<file path="src/rtl/bus_sink_endpoint.sv">
// Hub-side receiving endpoint: counted (cmd!=0) or isLast-terminated (cmd==0) messages into a FWFT FIFO.
// Optional received-word counter output enabled by defining BUS_SINK_WORDCOUNT_EN.
module bus_sink_endpoint #(
   parameter int DEPTH = 4,
   parameter int CNT_W = 15
) (
   input  logic             clk,
   input  logic             rst,
   input  logic [CNT_W-1:0] cmd,
   input  logic             cmd_isReady,
   output logic             cmd_canReceive,
   input  logic [63:0]      b_in,
   input  logic             b_in_isReady,
   output logic             b_in_canReceive,
   output logic             b_in_isLast_in,
   input  logic             b_in_isLast_out,
   output logic [63:0]      l_out,
   output logic             l_out_isReady,
   input  logic             l_out_canReceive,
   output logic             l_out_isLast
`ifdef BUS_SINK_WORDCOUNT_EN
   ,
   output logic [CNT_W-1:0] rcv_count
`endif
);

   localparam int AW = $clog2(DEPTH);

   typedef enum logic [0:0] {
      ST_IDLE = 1'b0,
      ST_RECV = 1'b1
   } state_t;

   state_t           state_q, state_d;
   logic             auto_q, auto_d;
   logic [CNT_W-1:0] remaining_q, remaining_d;

   logic [AW:0]      wr_ptr_q, rd_ptr_q;
   logic [63:0]      mem_data_q [DEPTH];
   logic             mem_last_q [DEPTH];

   logic             empty_s, full_s, xfer_s, pop_s, cmd_acc_s, last_push_s, rem_one_s;

   assign empty_s   = (wr_ptr_q == rd_ptr_q);
   assign full_s    = (wr_ptr_q[AW] != rd_ptr_q[AW]) && (wr_ptr_q[AW-1:0] == rd_ptr_q[AW-1:0]);
   assign rem_one_s = (remaining_q == CNT_W'(1));

   assign cmd_canReceive  = (state_q == ST_IDLE);
   assign b_in_canReceive = (state_q == ST_RECV) && !full_s;
   assign b_in_isLast_in  = !auto_q && rem_one_s && b_in_canReceive;
   assign l_out_isReady   = !empty_s;

   assign cmd_acc_s   = cmd_isReady && (state_q == ST_IDLE);
   assign xfer_s      = b_in_isReady && b_in_canReceive;
   assign pop_s       = l_out_isReady && l_out_canReceive;
   // Counted mode ends on the count alone; the switch's resolved last only matters in auto mode.
   assign last_push_s = xfer_s && (auto_q ? b_in_isLast_out : rem_one_s);

   // Message FSM: next state, mode and remaining-word count.
   always_comb begin
      state_d     = state_q;
      auto_d      = auto_q;
      remaining_d = remaining_q;
      case (state_q)
         ST_IDLE: begin
            if (cmd_acc_s) begin
               state_d     = ST_RECV;
               auto_d      = (cmd == {CNT_W{1'b0}});
               remaining_d = cmd;
            end else begin
               state_d = ST_IDLE;
            end
         end
         ST_RECV: begin
            if (xfer_s) begin
               if (remaining_q != {CNT_W{1'b0}}) begin
                  remaining_d = remaining_q - CNT_W'(1);
               end else begin
                  remaining_d = remaining_q;
               end
               if (last_push_s) begin
                  state_d = ST_IDLE;
               end else begin
                  state_d = ST_RECV;
               end
            end else begin
               state_d = ST_RECV;
            end
         end
         default: begin
            state_d = ST_IDLE;
         end
      endcase
   end

   // FSM state registers.
   always_ff @(posedge clk or posedge rst) begin
      if (rst) begin
         state_q     <= ST_IDLE;
         auto_q      <= 1'b0;
         remaining_q <= {CNT_W{1'b0}};
      end else begin
         state_q     <= state_d;
         auto_q      <= auto_d;
         remaining_q <= remaining_d;
      end
   end

   // FIFO storage and pointers; reset discards any buffered words.
   always_ff @(posedge clk or posedge rst) begin
      if (rst) begin
         wr_ptr_q <= {(AW+1){1'b0}};
         rd_ptr_q <= {(AW+1){1'b0}};
         for (int i = 0; i < DEPTH; i++) begin
            mem_data_q[i] <= 64'd0;
            mem_last_q[i] <= 1'b0;
         end
      end else begin
         if (xfer_s) begin
            mem_data_q[wr_ptr_q[AW-1:0]] <= b_in;
            mem_last_q[wr_ptr_q[AW-1:0]] <= last_push_s;
            wr_ptr_q                     <= wr_ptr_q + (AW+1)'(1);
         end
         if (pop_s) begin
            rd_ptr_q <= rd_ptr_q + (AW+1)'(1);
         end
      end
   end

   // First-word-fall-through head; zero while empty so stale entries never show.
   always_comb begin
      if (empty_s) begin
         l_out        = 64'd0;
         l_out_isLast = 1'b0;
      end else begin
         l_out        = mem_data_q[rd_ptr_q[AW-1:0]];
         l_out_isLast = mem_last_q[rd_ptr_q[AW-1:0]];
      end
   end

`ifdef BUS_SINK_WORDCOUNT_EN
   logic [CNT_W-1:0] rcv_count_q;

   // Words received in the current message, saturating at all-ones.
   always_ff @(posedge clk or posedge rst) begin
      if (rst) begin
         rcv_count_q <= {CNT_W{1'b0}};
      end else if (cmd_acc_s) begin
         rcv_count_q <= {CNT_W{1'b0}};
      end else if (xfer_s && (rcv_count_q != {CNT_W{1'b1}})) begin
         rcv_count_q <= rcv_count_q + CNT_W'(1);
      end
   end

   assign rcv_count = rcv_count_q;
`endif

endmodule

</file>
<file path="config.mk">
export PLATFORM = sky130hd
export DESIGN_NAME = bus_sink_endpoint
export DESIGN_NICKNAME = d
export VERILOG_FILES = /design/src/rtl/bus_sink_endpoint.sv
export SDC_FILE = /design/constraint.sdc
export NUM_CORES = 1
export LEC_CHECK = 0
export CAP_MARGIN = 20
export CORE_ASPECT_RATIO = 1.2
export CORE_UTILIZATION = 40
export DETAILED_ROUTE_END_ITERATION = 10
export PLACE_DENSITY = 0.71
export SLEW_MARGIN = 20
export SYNTH_ARGS = -nofsm -noshare
export SYNTH_HDL_FRONTEND = slang
export SYNTH_SLANG_ARGS = --single-unit
</file>
<file path="constraint.sdc">
create_clock -name clk -period 16.24 [get_ports clk]
set_input_delay 1.624 -clock clk [delete_from_list [all_inputs] [get_ports clk]]
set_output_delay 1.624 -clock clk [all_outputs]
set_load 0.01 [all_outputs]
</file>
==> implementation parameters, run 1 <==
Parameter                              Value

Floorplan
  Cell row count    72
  I/O pin count    154
  Initial core utilization    around two fifths
  Y dimension of the die    200 um
  Width of the chip    167 um
  Total die area    0.0334 sq mm
  Standard cell core area    0.0322 sq mm

CTS
  Sink Count    283
  Clk slew on worst S/H paths    0.06 ns
  Largest buffer count on any clock path    3
  Number of post-CTS setup repair buffers    0
  Latest clock arrival within the worst-skew pair    0.55 ns
  Root buffer cell    sky130_fd_sc_hd__clkbuf_16
  Number of levels in the clock H-tree    1
  CTS-repair resized insts    0
  Clock tree from TritonCTS    yes
  Number of hold buffers added after cts    0
  Number of buffers inserted during clock tree synthesis    31

Timing
  Actual transition at the worst max-transition pin    around 1.0 ns
  Final critical-path share of the clock period    32.1%
  Max frequency    0.192 GHz
  Max_slew headroom    ~33%
  Final sum of negative setup slack    0 ns
  Final number of max-transition violations    0
  Unrepaired setup endpoints after global routing    false
  Worst Skew    0.0112 ns
  Shortest clock period the worst path allows after layout    5.22 ns
  Final setup vio count    0
  Hold Violations, Final    0

Synthesis
  Flop and latch count out of synthesis    283
  Post-synth top area share    54.2%
  Share of synthesized area occupied by flip-flops and latches    54.2%
  Number of enable-type register cells in the synthesized netlist    0
  Commonest cells in the netlist    sky130_fd_sc_hd__dfrtp_1 (283), sky130_fd_sc_hd__mux2_1 (141), sky130_fd_sc_hd__mux2_2 (129)
  Mapped Cells    865
  Area contributors post-synth    sky130_fd_sc_hd__dfrtp_1 (54%), sky130_fd_sc_hd__mux2_1 (12%), sky130_fd_sc_hd__mux4_2 (11%), sky130_fd_sc_hd__mux2_2 (11%), sky130_fd_sc_hd__and2_1 (3.2%)
  Netlist area before placement    0.0131 sq mm
  Cell accounting for the most synthesized area    sky130_fd_sc_hd__dfrtp_1
  Syn_area_per_cell    15.1 sq um
  Most common cell in the netlist    sky130_fd_sc_hd__dfrtp_1
  Number of distinct standard cells referenced by the synthesized netlist    37
  Predominant post-synthesis flop cell    sky130_fd_sc_hd__dfrtp_1
  Yosys warning total    0
  Share of synthesized flip-flops with an asynchronous set or reset    100%
  Mapped Nets    957

Global route
  Via count of the first global-routing pass    8213
  Maximum number of pins on one net before global-route repair    176
  First-pass GRT wire length    around 45000 um
  Remaining global-route overflow    0
  GR Util All Layers    roughly 17%
  Initial antenna violation count    2

Placed design
  Cell area after placement    0.0149 sq mm
  GPL Wtd Cong    0.767
  Placed wire-length estimate    16700 um
  Port bufs    153

Job
  Total of max-cap violations    0

Detailed routing
  Routed wire length    27500 um
  Remaining design rule violation count    0
  Routed WL per cell    19.1 um
  Pre-Repair DR Iteration Count    4
  Antenna-violating nets left    0
  Total via count in the routed design    7595
  Detailed Route Iter0 Violations    357
  Vias per cell    5.29

Cells and area
  Layout overhead on the synthesized area    22.7%
  Final layout net count    1098
  Summed area of non-filler cells in the final layout    0.0160 sq mm
  Share of cells above drive strength 1    25.7%

Worst hold path
  Cell depth of the worst hold path    2
  Critical hold path startpoint    mem_last_q[2]
  Endpoint of the worst hold path    mem_last_q[2]
  HP Class    flip-flop to flip-flop

Critical path
  Worst flop-to-flop path endpoint    mem_data_q[131]
  Largest driver fanout on the critical path    39
  Largest stage delay, worst path    0.98 ns
  Crit path arrival time    3.59 ns
  Cell type of the slowest stage on the worst timing path    sky130_fd_sc_hd__dfrtp_4
  Reg-to-reg critical path startpoint    state_q
  Cell-by-cell trace of the critical path    xnor2_1, nand3b_1, buf_4, and2_1, clkdlybuf4s50_1
  Worst Reg2Reg Path Length in Cells    5
  Critical Path Sink Type    primary output
  Largest delay share family, worst path    flip-flops
  R2r setup slk    between 10 and 15 ns
  Critical path data required time    around 15 ns
  Kind of start point of the critical path    flip-flop
  Category of the critical setup timing path    flip-flop to primary output
  Number of buffer and inverter stages on the critical path    2

Outcome
  Outcome    complete, no violations

Pwr
  Peak ir drop on the vdd network    between 100 and 150 uV
  Leakage power figure    6.60 nW
  Pwr/cell area    234 mW/mm^2
## worst register-to-register path, cell delays in order, from the launching register on
cell	delay (ns)
sky130_fd_sc_hd__dfrtp_1	0.94
sky130_fd_sc_hd__inv_1	0.34
sky130_fd_sc_hd__a31oi_1	0.53
sky130_fd_sc_hd__nand3_4	0.35
sky130_fd_sc_hd__buf_4	0.50
sky130_fd_sc_hd__mux2_1	0.46
## where the power goes
part	internal (mW)	leakage, nW	switching [mW]
Sequential	1.06	3.37	0.230
Combinational	1.06	2.70	0.659
Clock	0.450	0.523	0.282
## routing by layer
metal	vias to the layer above	share of wire [%]	global-route usage (%)
li1	3432	-	-
met1	3990	44	21.9
met2	124	50	29.8
met3	47	4.1	3.04
met4	2	2.2	4.63
met5	-	0.047	0
## placed cells by master, fill, tap and decap left out, types with 2 or more instances in the layout
master and count:
sky130_fd_sc_hd__clkbuf_1 6, sky130_fd_sc_hd__inv_1 7, sky130_fd_sc_hd__nor4_1 5, sky130_fd_sc_hd__mux4_2 65
sky130_fd_sc_hd__clkbuf_16 31, sky130_fd_sc_hd__mux2_2 129, sky130_fd_sc_hd__and2_1 66, sky130_fd_sc_hd__nor2_1 20
sky130_fd_sc_hd__nand3b_1 2, sky130_fd_sc_hd__a21oi_1 14, sky130_fd_sc_hd__mux2_1 141, sky130_fd_sc_hd__dfrtp_1 281
sky130_fd_sc_hd__xnor2_1 10, sky130_fd_sc_hd__buf_4 7, sky130_fd_sc_hd__nand4_1 3, sky130_fd_sc_hd__ha_1 7
sky130_fd_sc_hd__bufinv_16 5, sky130_fd_sc_hd__nand3_1 4, sky130_fd_sc_hd__nand2_1 11, sky130_fd_sc_hd__xor2_1 9
sky130_fd_sc_hd__o21ai_0 9, sky130_fd_sc_hd__clkdlybuf4s50_1 153, sky130_fd_sc_hd__or4_1 3, sky130_fd_sc_hd__nand2_4 3
sky130_fd_sc_hd__clkinv_2 7, sky130_fd_sc_hd__dfrtp_4 2, sky130_fd_sc_hd__nor3_1 5, sky130_fd_sc_hd__clkbuf_8 5
sky130_fd_sc_hd__clkinvlp_4 2
## layout make-up
type	instances	area [sq um]
fill	2755	16100
sequential	283	7090
multi-input combinational	520	5710
timing repair buffer	162	1620
clock buffer	42	867
tap	407	509
clock inverter	14	200
inverter	8	37.5
antenna	1	2.50
## state kept, by name (all words and copies together), names as in the netlist
signal and cells:
auto_q 1, mem_data_q 256, mem_last_q 4, rd_ptr_q 3, remaining_q 15, state_q 1
wr_ptr_q 3
## per-stage QoR
step	setup slack (ns)	hold WS, ns	instances	total power [mW]	util, %
finish	11.02	0.481	1437	3.75	49.9
global route	10.72	0.500	1437	3.99	49.9
CTS	10.47	0.484	1435	3.80	49.8
detailed placement	11.08	0.470	1379	3.05	46.5
global placement	11.17	0.457	1379	3.00	46.5
floorplan	6.81	0.445	865	2.36	-
## worst max path at each step
stage	from	end	slack, ns	cells past startpoint
final	rd_ptr_q[0]	l_out[19]	11.02	5
after CTS	rd_ptr_q[0]	l_out[62]	10.47	5
after detailed placement	rd_ptr_q[0]	l_out[62]	11.08	5
after floorplan	rst	auto_q	6.81	1
after global placement	rd_ptr_q[0]	l_out[23]	11.17	5
after global routing	rd_ptr_q[0]	l_out[26]	10.72	5
## logic make-up (layout without fill, tap and decap cells)
family / Yosys count / in the layout / synth area share [%]
xor gates and xnor gates: 19 / 19 / 1.27
DFF: 283 / 283 / 54.2
muxes: 336 / 336 / 34.5
AOI/OAI and AO/OA: 30 / 30 / 1.41
other: 0 / 1 / 0
and+or+nand+nor: 128 / 128 / 5.51
buffers and inverters: 62 / 226 / 2.42
adders and majority gates: 7 / 7 / 0.670
No activity file was read; power rests on OpenSTA's default activity.
==> run 2, diff against run 1 <==
==> constraint.sdc (replaced) <==
create_clock -name clk -period 5 [get_ports clk]
set_input_delay 0.5 -clock clk [delete_from_list [all_inputs] [get_ports clk]]
set_output_delay 0.5 -clock clk [all_outputs]
set_load 0.01 [all_outputs]
==> run 2 against run 1 <==
Sequential power increased to 3.2 times the previous value. Clock skew decreased by 0.0030 ns. Via count increased by 0.34%. Cell area decreased by 0.26%. Worst hold slack got worse by 0.0035 ns. Count of clock-buffer cells in the layout increased by 6. Cell count decreased by 0.35%. Sequential cell count unchanged. Largest cell class unchanged.
==> implementation parameters, run 2 (synthesis results as in run 1) <==
Parameter                              Value

Critical path
  Largest stage delay, worst path    0.95 ns (-0.03 ns)
  Critical Path Sink Type    primary output
  Largest driver fanout on the critical path    30 (-23%)
  Largest delay share family, worst path    flip-flops
  Crit path arrival time    3.27 ns (-0.32 ns)
  Cell type of the slowest stage on the worst timing path    sky130_fd_sc_hd__dfrtp_1
  Category of the critical setup timing path    flip-flop to primary output
  Number of buffer and inverter stages on the critical path    2 (unchanged)
  Kind of start point of the critical path    flip-flop
  Cell-by-cell trace of the critical path    inv_1, a31oi_1, and2_1, clkdlybuf4s50_1
  Critical path data required time    4.50 ns (-10.12 ns)

Detailed routing
  Remaining design rule violation count    0 (unchanged)
  Pre-Repair DR Iteration Count    4 (unchanged)
  Routed wire length    27600 um (+0.59%)
  Routed WL per cell    19.3 um (+0.94%)
  Antenna-violating nets left    0 (unchanged)
  Total via count in the routed design    7621 (+0.34%)
  Vias per cell    5.32 (+0.69%)
  Detailed Route Iter0 Violations    253 (-29%)

Worst hold path
  HP Class    flip-flop to flip-flop

Cells and area
  Largest reg by FF count    mem_data_q
  Biggest regs    mem_data_q: 256 flops, remaining_q: 15 flops, mem_last_q: 4 flops
  Number of diodes added for antenna fixing    0 (-1)
  Count of filler cells inserted in the layout    2710 (-1.6%)
  Most used cells in the layout excluding fill and tap cells    sky130_fd_sc_hd__dfrtp_1 (281), sky130_fd_sc_hd__clkdlybuf4s50_1 (153), sky130_fd_sc_hd__mux2_1 (141), sky130_fd_sc_hd__mux2_2 (129), sky130_fd_sc_hd__and2_1 (66)
  Sequential cell area    0.00709 sq mm (unchanged)
  Share of cells above drive strength 1    25.2% (-0.49 points)
  Commonest non-fill, non-tap cell in the layout    sky130_fd_sc_hd__dfrtp_1
  Final layout net count    1098 (unchanged)
  Final instance count without filler cells    1432 (-0.35%)
  Fin util    49.7% (-0.13 points)
  Area taken by multi-input logic gates    0.00572 sq mm (+0.15%)
  Flip-flop count of the largest register, all copies and words added    256 (unchanged)
  Layout overhead on the synthesized area    22.3%

Global route
  Maximum number of pins on one net before global-route repair    144 (-18%)
  GR Util All Layers    17.0% (-0.032 points)
  Via count of the first global-routing pass    8081 (-1.6%)
  First-pass GRT wire length    45000 um (-0.15%)
  Remaining global-route overflow    0 (unchanged)
  Initial antenna violation count    0 (-2)

Floorplan
  Cell row count    72 (unchanged)
  I/O pin count    154 (unchanged)
  Standard cell core area    0.0322 sq mm (unchanged)
  Initial core utilization    40.6% (unchanged)
  Width of the chip    167 um (unchanged)
  Y dimension of the die    200 um (unchanged)
  Total die area    0.0334 sq mm (unchanged)

Timing
  Worst Skew    0.00822 ns (-0.00301 ns)
  Hold Violations, Final    0 (unchanged)
  Final setup vio count    0 (unchanged)
  Final sum of negative setup slack    0 ns (unchanged)
  Shortest clock period the worst path allows after layout    3.77 ns
  Actual transition at the worst max-transition pin    0.940 ns (-0.0677 ns)
  Tightest hold margin    0.477 ns (-0.00348 ns)
  Max frequency    0.265 GHz
  Unrepaired setup endpoints after global routing    false
  Max_slew headroom    37.3% (+4.5 points)
  Final number of max-transition violations    0 (unchanged)
  Final critical-path share of the clock period    75.4%

Placed design
  GPL Wtd Cong    0.773 (+0.74%)
  Placed wire-length estimate    17200 um (+3.1%)
  # placed instances    1381 (+0.15%)
  Port bufs    153 (unchanged)

Job
  Total of max-cap violations    0 (unchanged)

Pwr
  Total power    12.0 mW (+220%)
  Leakage power figure    6.56 nW (-0.50%)
  Peak ir drop on the vdd network    473 uV (+260%)
  Pwr/cell area    753 mW/mm^2 (+220%)

CTS
  Clock tree from TritonCTS    yes
  Number of hold buffers added after cts    0 (unchanged)
  Latest clock arrival within the worst-skew pair    0.54 ns (about the same)
  Number of levels in the clock H-tree    1 (unchanged)
  Root buffer cell    sky130_fd_sc_hd__clkbuf_16
  Largest buffer count on any clock path    3 (unchanged)
  Sink Count    283 (unchanged)
  Number of buffers inserted during clock tree synthesis    30 (-3.2%)
  CTS-repair resized insts    0 (unchanged)
  Number of post-CTS setup repair buffers    0 (unchanged)
  Clk slew on worst S/H paths    0.06 ns (about the same)

Outcome
  Outcome    complete, no violations
[run 2: cell types whose count changed in the layout (fill, tap and decap cells not counted), sizes merged]
cell	before	now
diode	1	0
buf	9	10
clkinv	7	0
clkbuf	42	48
bufinv	5	2
clkinvlp	2	1
[run 2: layout make-up]
class | count | share of cell area [%]
clock buffers | 48 | 5.81
clock inverters | 3 | 0.430
inverters | 8 | 0.211
multi-input cells | 520 | 35.7
flip-flops and latches | 283 | 44.3
well taps | 407 | 3.18
repair buffers | 163 | 10.3
[run 2: power breakdown]
| part | internal, mW | switching (mW) |
|---|---|---|
| Combinational | 3.45 | 2.19 |
| Clock | 1.36 | 0.873 |
| Sequential | 3.46 | 0.708 |
[run 2: worst paths after layout]
path                                     from               to  slack (ns)  depth (start not counted)
worst max-delay path                  state_q   b_in_isLast_in        1.23                          4
worst min-delay path            mem_last_q[1]    mem_last_q[1]        0.48                          2
worst max register to register        state_q  mem_data_q[134]        1.58                          5
worst min register to register  mem_last_q[1]    mem_last_q[1]        0.48                          2
max in group asynchronous                 rst      rd_ptr_q[0]        3.81                          3
min in group asynchronous                 rst  mem_data_q[114]        0.51                          3
[run 2: worst reg2reg max path: cells and delay by family (launching register included)]
| kind | cells | cell delay [ns] |
|---|---|---|
| and+or+nand+nor | 1 | 0.58 |
| DFF | 1 | 0.95 |
| AOI/OAI and AO/OA | 1 | 0.61 |
| muxes | 1 | 0.36 |
| buffers and inverters | 2 | 0.80 |
[run 2: per-stage QoR]
step / setup slack [ns] / instance area (sq um)
after floorplan: 0.751 / 13100
after global placement: 1.51 / 15000
after detailed placement: 1.57 / 15000
after CTS: 1.14 / 16000
after global routing: 0.976 / 16000
final: 1.23 / 16000
[run 2: routing by layer]
metal	global-route usage, %	share of wire (%)	up-vias
met2	30.3	51	131
met4	4.90	2.2	0
met1	21.6	43	4021
li1	-	-	3431
met5	0	0	-
met3	2.60	3.7	38
==> run 3, diff against run 2 <==
==> constraint.sdc (replaced) <==
create_clock -name clk -period 3.9 [get_ports clk]
set_input_delay 0.39 -clock clk [delete_from_list [all_inputs] [get_ports clk]]
set_output_delay 0.39 -clock clk [all_outputs]
set_load 0.01 [all_outputs]
==> run 3 against run 2 <==
Wire length rose by 0.91%. Global-route usage rose by 0.24 points. Sequential share of layout area fell by 0.53 points. Register-to-register slack got worse by 0.57 ns. Critical endpoint is now l_out[42].
==> implementation parameters, run 3 (synthesis results as in run 1) <==
Parameter                              Value

Detailed routing
  Antenna-violating nets left    0 (unchanged)
  Total via count in the routed design    7637 (+0.21%)
  Remaining design rule violation count    0 (unchanged)
  Routed wire length    27900 um (+0.91%)
  Pre-Repair DR Iteration Count    4 (unchanged)
  Vias per cell    5.28 (-0.76%)
  Routed WL per cell    19.3 um (about the same)
  Detailed Route Iter0 Violations    314 (+24%)

Pwr
  Switching power as a share of total power    31.1% (-0.23 points)
  Switching power total    4.88 mW (+29%)
  Pwr/cell area    970 mW/mm^2 (+29%)
  Proportion of power drawn by the clock network    19.7% (+1.2 points)
  Sequential share of power    34.0% (-0.6 points)
  Total power    15.7 mW (+30%)
  Leakage power figure    6.67 nW (+1.7%)
  Peak ir drop on the vdd network    623 uV (+32%)
  Internal power consumption    10.8 mW (+31%)
  Combinational cell fraction of total power    46.3% (-0.6 points)

CTS
  Sink Count    283 (unchanged)
  Clock tree from TritonCTS    yes
  Number of hold buffers added after cts    0 (unchanged)
  Number of post-CTS setup repair buffers    0 (unchanged)
  Largest buffer count on any clock path    3 (unchanged)
  Root buffer cell    sky130_fd_sc_hd__clkbuf_16
  Clk slew on worst S/H paths    0.06 ns (about the same)
  CTS-repair resized insts    0 (unchanged)
  Latest clock arrival within the worst-skew pair    0.56 ns (+0.02 ns)
  Number of levels in the clock H-tree    1 (unchanged)
  Number of buffers inserted during clock tree synthesis    31 (+3.3%)

Floorplan
  Standard cell core area    0.0322 sq mm (unchanged)
  I/O pin count    154 (unchanged)
  Initial core utilization    40.6% (unchanged)
  Cell row count    72 (unchanged)
  Y dimension of the die    200 um (unchanged)
  Width of the chip    167 um (unchanged)
  Total die area    0.0334 sq mm (unchanged)

Critical path
  Reg-to-reg critical path startpoint    rd_ptr_q[0]
  Critical Path Sink Type    primary output
  Largest driver fanout on the critical path    30 (unchanged)
  Worst flop-to-flop path endpoint    mem_data_q[120]
  Crit path arrival time    3.17 ns (-0.10 ns)
  Kind of start point of the critical path    flip-flop
  Worst Reg2Reg Path Length in Cells    5 (unchanged)
  R2r setup slk    1.01 ns (-0.57 ns)
  Category of the critical setup timing path    flip-flop to primary output
  Critical path data required time    3.51 ns (-0.99 ns)

Timing
  Worst Skew    0.0116 ns (+0.00337 ns)
  Unrepaired setup endpoints after global routing    false
  Final number of max-transition violations    0 (unchanged)
  Max frequency    approximately 0.28 GHz
  Final worst-path setup slack    0.343 ns (-0.889 ns)
  Final setup vio count    0 (unchanged)
  Final critical-path share of the clock period    91.2%
  Actual transition at the worst max-transition pin    0.708 ns (-0.233 ns)
  Max_slew headroom    52.5% (+15 points)
  Shortest clock period the worst path allows after layout    about 3.6 ns
  Hold Violations, Final    0 (unchanged)

Cells and area
  Area taken by multi-input logic gates    0.00571 sq mm (-0.15%)
  Sequential cell area    0.00709 sq mm (unchanged)
  Count of filler cells inserted in the layout    2748 (+1.4%)
  Final layout net count    1108 (+0.91%)
  Flip-flop count of the largest register, all copies and words added    256 (unchanged)
  Biggest regs    mem_data_q: 256 flops, remaining_q: 15 flops, mem_last_q: 4 flops
  Commonest non-fill, non-tap cell in the layout    sky130_fd_sc_hd__dfrtp_1
  Number of diodes added for antenna fixing    0 (unchanged)
  Largest reg by FF count    mem_data_q
  Share of cells above drive strength 1    26.3% (+1.1 points)
  Layout overhead on the synthesized area    23.8%
  Most used cells in the layout excluding fill and tap cells    sky130_fd_sc_hd__dfrtp_1 (281), sky130_fd_sc_hd__clkdlybuf4s50_1 (153), sky130_fd_sc_hd__mux2_1 (141), sky130_fd_sc_hd__mux2_2 (129), sky130_fd_sc_hd__and2_1 (66)

Global route
  First-pass GRT wire length    45300 um (+0.81%)
  Initial antenna violation count    0 (unchanged)
  Remaining global-route overflow    0 (unchanged)
  GR Util All Layers    17.3% (+0.24 points)
  Via count of the first global-routing pass    8244 (+2.0%)
  Maximum number of pins on one net before global-route repair    114 (-21%)

Placed design
  GPL Wtd Cong    0.764 (-1.1%)
  Port bufs    153 (unchanged)
  Placed wire-length estimate    17300 um (+0.55%)
  Pre-CTS setup slack    0.845 ns (-0.723 ns)

Outcome
  Outcome    complete, no violations

Worst hold path
  HP Class    primary input to asynchronous set/reset pin

Job
  Total of max-cap violations    0 (unchanged)
-- run 3: cell types whose count changed in the layout (fill, tap and decap cells not counted) --
cell / previous run / this run
sky130_fd_sc_hd__buf_12: 3 / 6
sky130_fd_sc_hd__clkinvlp_4: 1 / 2
sky130_fd_sc_hd__nand2_4: 2 / 3
sky130_fd_sc_hd__clkinv_2: 0 / 1
sky130_fd_sc_hd__buf_4: 7 / 13
sky130_fd_sc_hd__nand2_8: 1 / 0
sky130_fd_sc_hd__clkbuf_8: 9 / 11
sky130_fd_sc_hd__bufinv_16: 2 / 4
sky130_fd_sc_hd__clkbuf_1: 8 / 7
-- run 3: how the worst max path moves through the flow --
stage                     depth (start not counted)   endpoint   startpoint  slack [ns]
after floorplan                                   1     auto_q          rst       -0.24
after global placement                            4  l_out[32]  rd_ptr_q[0]        0.83
after detailed placement                          4  l_out[32]  rd_ptr_q[0]        0.85
after CTS                                         4  l_out[42]  rd_ptr_q[0]        0.23
after global routing                              4  l_out[27]  rd_ptr_q[0]        0.13
final                                             4  l_out[42]  rd_ptr_q[0]        0.34
-- run 3: stage by stage --
step,TNS (ns),hold WS (ns),std cells,area [sq um],util [%]
6_report,0,0.235,1446,16200,50.3
5_1_grt,0,0.259,1446,16200,50.3
4_1_cts,0,0.220,1446,16200,50.3
3_5_place_dp,0,0.476,1390,15100,46.9
3_3_place_gp,0,0.460,1390,15100,46.9
2_1_floorplan,-67.71,0.445,865,13100,-
-- run 3: power by group through the flow --
stage | clock network [mW] | logic [mW] | registers (mW)
floorplan | 0 | 4.85 | 4.99
global placement | 0 | 7.28 | 5.34
detailed placement | 0 | 7.38 | 5.40
CTS | 3.18 | 7.42 | 5.35
global route | 3.30 | 7.88 | 5.54
finish | 3.09 | 7.27 | 5.34
-- run 3: critical path, stage by stage, from the launching register on --
cell	delay (ns)
sky130_fd_sc_hd__dfrtp_4	0.86
sky130_fd_sc_hd__buf_4	0.50
sky130_fd_sc_hd__mux4_2	0.58
sky130_fd_sc_hd__and2_1	0.18
sky130_fd_sc_hd__clkdlybuf4s50_1	0.47
-- run 3: layer usage --
| layer | up-vias | track usage (%) | routed length, um |
|---|---|---|---|
| met5 | - | 0 | 0 |
| met4 | 0 | 4.66 | 501 |
| met3 | 41 | 3.08 | 1290 |
| met2 | 125 | 30.3 | 14000 |
| met1 | 4018 | 22.1 | 12100 |
| li1 | 3453 | - | - |
-- run 3: cell type report --
type | instances | area share (%)
flip-flops and latches | 283 | 43.8
multi-input cells | 520 | 35.3
repair buffers | 172 | 10.8
clock buffers | 49 | 5.89
well taps | 407 | 3.15
clock inverters | 7 | 0.874
inverters | 8 | 0.209
